===== src/rtl/control.sv =====
// Main decoder of the single-cycle MIPS-subset core: instruction -> mux selects and unit control words.
// Zero-cycle combinational decode gated by a run flag; no backpressure, outputs held at 0 until the first clock after reset.
module control (
  input  logic        clk,
  input  logic        rst_n,
  input  logic [31:0] curr_instr,
  output logic        cm_rf_write_addr,
  output logic        cm_rf_write_data,
  output logic        cm_alu_num2,
  output logic [2:0]  cw_npc_jump_mode,
  output logic        cw_pc_enable,
  output logic        cw_im_enable,
  output logic        cw_rf_write_enable,
  output logic [4:0]  cw_alu_op,
  output logic [2:0]  cw_ext_mode,
  output logic        cw_dm_write_enable
);

  localparam logic [5:0] OP_RTYPE = 6'h00;
  localparam logic [5:0] OP_BEQ   = 6'h04;
  localparam logic [5:0] OP_ORI   = 6'h0D;
  localparam logic [5:0] OP_LUI   = 6'h0F;
  localparam logic [5:0] OP_LW    = 6'h23;
  localparam logic [5:0] OP_SW    = 6'h2B;

  localparam logic [5:0] FN_ADDU  = 6'h21;
  localparam logic [5:0] FN_SUBU  = 6'h23;

  localparam logic [4:0] ALU_ADD  = 5'd0;
  localparam logic [4:0] ALU_SUB  = 5'd1;
  localparam logic [4:0] ALU_OR   = 5'd2;
  localparam logic [4:0] ALU_PASS = 5'd3;

  localparam logic [2:0] EXT_ZERO = 3'd0;
  localparam logic [2:0] EXT_SIGN = 3'd1;
  localparam logic [2:0] EXT_HIGH = 3'd2;

  localparam logic [2:0] NPC_SEQ  = 3'd0;
  localparam logic [2:0] NPC_BEQ  = 3'd1;

  logic       run;
  logic [5:0] op;
  logic [5:0] funct;

  logic       dec_rf_write_addr;
  logic       dec_rf_write_data;
  logic       dec_alu_num2;
  logic [2:0] dec_npc_jump_mode;
  logic       dec_rf_write_enable;
  logic [4:0] dec_alu_op;
  logic [2:0] dec_ext_mode;
  logic       dec_dm_write_enable;

  assign op    = curr_instr[31:26];
  assign funct = curr_instr[5:0];

  // Run flag: cleared asynchronously, set on the first clock edge after reset release.
  always_ff @(posedge clk or negedge rst_n) begin
    if (!rst_n) run <= 1'b0;
    else        run <= 1'b1;
  end

  always_comb begin
    dec_rf_write_addr   = 1'b0;
    dec_rf_write_data   = 1'b0;
    dec_alu_num2        = 1'b0;
    dec_npc_jump_mode   = NPC_SEQ;
    dec_rf_write_enable = 1'b0;
    dec_alu_op          = ALU_ADD;
    dec_ext_mode        = EXT_ZERO;
    dec_dm_write_enable = 1'b0;
    unique case (op)
      OP_RTYPE: begin
        if (funct == FN_ADDU || funct == FN_SUBU) begin
          dec_rf_write_addr   = 1'b1;
          dec_rf_write_enable = 1'b1;
          dec_alu_op          = (funct == FN_SUBU) ? ALU_SUB : ALU_ADD;
        end
      end
      OP_ORI: begin
        dec_alu_num2        = 1'b1;
        dec_rf_write_enable = 1'b1;
        dec_alu_op          = ALU_OR;
      end
      OP_LUI: begin
        dec_alu_num2        = 1'b1;
        dec_rf_write_enable = 1'b1;
        dec_alu_op          = ALU_PASS;
        dec_ext_mode        = EXT_HIGH;
      end
      OP_LW: begin
        dec_rf_write_data   = 1'b1;
        dec_alu_num2        = 1'b1;
        dec_rf_write_enable = 1'b1;
        dec_ext_mode        = EXT_SIGN;
      end
      OP_SW: begin
        dec_alu_num2        = 1'b1;
        dec_ext_mode        = EXT_SIGN;
        dec_dm_write_enable = 1'b1;
      end
      OP_BEQ: begin
        dec_npc_jump_mode   = NPC_BEQ;
        dec_alu_op          = ALU_SUB;
        dec_ext_mode        = EXT_SIGN;
      end
      default: ;
    endcase
  end

  // Every output, selects included, is forced to 0 while not running.
  always_comb begin
    cm_rf_write_addr   = run & dec_rf_write_addr;
    cm_rf_write_data   = run & dec_rf_write_data;
    cm_alu_num2        = run & dec_alu_num2;
    cw_npc_jump_mode   = run ? dec_npc_jump_mode : 3'd0;
    cw_pc_enable       = run;
    cw_im_enable       = run;
    cw_rf_write_enable = run & dec_rf_write_enable;
    cw_alu_op          = run ? dec_alu_op : 5'd0;
    cw_ext_mode        = run ? dec_ext_mode : 3'd0;
    cw_dm_write_enable = run & dec_dm_write_enable;
  end

endmodule


===== config.mk =====
export PLATFORM = sky130hd
export DESIGN_NAME = control
export DESIGN_NICKNAME = d
export VERILOG_FILES = /design/src/rtl/control.sv
export SDC_FILE = /design/constraint.sdc
export NUM_CORES = 1
export LEC_CHECK = 0
export CELL_PAD_IN_SITES_DETAIL_PLACEMENT = 2
export CELL_PAD_IN_SITES_GLOBAL_PLACEMENT = 2
export CORE_MARGIN = 2
export CORE_UTILIZATION = 10
export CTS_CLUSTER_DIAMETER = 200
export DETAILED_ROUTE_END_ITERATION = 8
export GPL_TIMING_DRIVEN = 0
export PLACE_DENSITY = 0.95
export SLEW_MARGIN = 30
export SYNTH_ARGS = -nofsm -noshare
export SYNTH_HDL_FRONTEND = slang
export SYNTH_SLANG_ARGS = --single-unit

===== constraint.sdc =====
create_clock -name clk -period 2.1 [get_ports clk]
set_input_delay 0.525 -clock clk [delete_from_list [all_inputs] [get_ports clk]]
set_output_delay 0.525 -clock clk [all_outputs]
set_load 0.01 [all_outputs]

==> flow_metrics.env, run 1 <==
export IMPL_status="complete, no violations"
export IMPL_fin_crit_ns=2.01
export IMPL_cts_hold_buffers=0
export IMPL_setup_viol=0
export IMPL_netlist_area_sq_um=239
export IMPL_io_pins=52
export IMPL_die_h_microns=52.9
export IMPL_grt_pass1_wl_microns=1550
export IMPL_preCtsSetupSlack_ns=-0.825
export IMPL_drc=0
export IMPL_layout_setup_ws_ns=0.0941
export IMPL_worstHoldPathType="in2async"
export IMPL_first_pass_iters=1
export IMPL_initial_core_util=0.107
export IMPL_peakVddDrop_mv=0.114
export IMPL_ys_seq_area_frac=0.105
export IMPL_gp_congestion=0.592
export IMPL_hold_slack_ns=0.676
export IMPL_largest_reg_flops=1
export IMPL_cp_arrival_ns=1.48
export IMPL_place_port_buffers=25
export IMPL_hpwl_microns=881
export IMPL_synth_cell_type_count=23
export IMPL_maxSlewViolCount=0
export IMPL_ant_nets=0
export IMPL_tns_ns=0
export IMPL_final_nets=103
export IMPL_rsz0062_at_grt="no"
export IMPL_core_area_sq_um=2230
export IMPL_grtUsageTotal=0.0712
export IMPL_fp_dieArea_sq_um=2800
export IMPL_wl_per_cell_microns=10.4
export IMPL_num_rows=17
export IMPL_path_clk_slew_ns=0
export IMPL_power_leakage_nw=0.331
export IMPL_cp_max_fo=3
export IMPL_hold_viol_final=0
export IMPL_drive_above_1_share=0.463
export IMPL_powerDensity_nw_per_um2=153
export IMPL_avgSynthCellArea_sq_um=7.24
export IMPL_finalCritPeriodShare=0.955
export IMPL_drt_wl_total_microns=989
export IMPL_fmax_mhz=499
export IMPL_cap_violations=0
export IMPL_crit_path_end_kind="primary output"
export IMPL_worst_ep_required_time_ns=1.57
export IMPL_grt_pass1_vias=367
export IMPL_synth_seq_cells=1
export IMPL_fp_dieW_microns=52.9
export IMPL_antenna_found_initial=0
export IMPL_grt_max_degree=7
export IMPL_vias_per_cell=3.72
export IMPL_cp_start_kind="input pin"
export IMPL_grt_overflow_total=0
export IMPL_drt_iter0_markers=0
export IMPL_syn_instance_count=33
export IMPL_utilization=0.249
export IMPL_areaGrowthSynthToFinish_pct=132
export IMPL_yosysWarnings=0
export IMPL_num_vias=353
export IMPL_antenna_cells=0
export IMPL_critPathKind="in2out"
-- layout by cell type, fill, tap and decap left out, types with 2 or more instances in the layout --
cell,Yosys,final
buf_2,0,5
buf_4,7,11
buf_6,0,2
conb_1,2,7
clkbuf_2,0,4
clkdlybuf4s15_1,0,2
nor2_1,2,2
clkdlybuf4s50_1,0,4
inv_1,3,3
dlygate4sd2_1,0,7
-- stage by stage --
step / area [sq um] / std cells / power, W
after floorplan: 258 / 38 / 0.0000464
after global placement: 543 / 91 / 0.0000831
after detailed placement: 543 / 91 / 0.0000852
after CTS: 542 / 94 / 0.0000802
after global routing: 556 / 95 / 0.0000910
final: 556 / 95 / 0.0000851
-- logic make-up (layout without fill, tap and decap cells) --
family,after synthesis,in the layout,synth area share
flops,1,1,0.105
compound gates,3,3,0.0733
simple gates,16,16,0.508
other cells,2,7,0.0314
buf+inv,11,40,0.283
-- synth_stat cells, drive strengths merged --
cell,count,area [sq um]
nor2,2,7.51
nand2b,1,6.26
buf,7,52.6
inv,4,15.0
nor4b,1,15.0
and4b,1,10.0
and3,2,13.8
nand3b,1,11.3
and2,1,6.26
nand4,1,6.26
nand3,1,10.0
and4bb,1,12.5
o21ai,2,10.0
nand2,1,3.75
conb,2,7.51
nor2b,1,6.26
nor3,1,5.00
dfrtp,1,25.0
o211ai,1,7.51
nor3b,1,7.51
-- worst max-delay path: stages --
cell and delay [ns]:
buf_8 0.10, nor4b_4 0.24, nand4_1 0.19, buf_4 0.18
o211ai_1 0.08, buf_2 0.16
-- worst paths after layout --
path / slack (ns) / start / end
max: 0.09 / curr_instr[28] / cw_rf_write_enable
min: 0.68 / rst_n / cw_im_enable
max in group asynchronous: 1.32 / rst_n / cw_im_enable
min in group clk: 1.32 / cw_im_enable / cw_rf_write_enable
-- timing repair --
item                       in CTS  in global routing
buffers inserted                3                  1
setup endpoints to repair      10                  7
pin swaps                       7                  5
cloned                          0                  0
gates resized for setup        54                 15
-- metal layers --
layer | part of all wire | up-vias | wire, microns | global-route usage
met5 | 0 | - | 0 | 0
met2 | 0.50 | 26 | 490 | 0.138
met4 | 0 | 0 | 0 | 0
met3 | 0.18 | 0 | 182 | 0.0254
met1 | 0.32 | 161 | 316 | 0.0780
li1 | - | 166 | - | -
-- power breakdown --
group | internal, W | leakage (nW) | switching [W] | total [W]
Combinational | 0.0000373 | 0.319 | 0.0000257 | 0.0000630
Clock | 0 | 0 | 0 | 0
Sequential | 0.0000206 | 0.0117 | 0.00000146 | 0.0000221
-- cell type report --
type	instances	area, sq um
Timing Repair Buffer	29	234
Inverter	4	15.0
Tap cell	28	35.0
Multi-Input combinational cell	26	194
Buffer	7	52.6
Fill cell	271	1680
Sequential cell	1	25.0
Note: power is estimated with default switching activity, not from simulation.
==> run 2: changes to the inputs <==
Settings changed: CTS_BUF_LIST set to sky130_fd_sc_hd__clkbuf_4 sky130_fd_sc_hd__clkbuf_8, TNS_END_PERCENT set to 50.
==> results of run 2 <==
No change in the layout: final DEF, timing and power equal those of run 1.
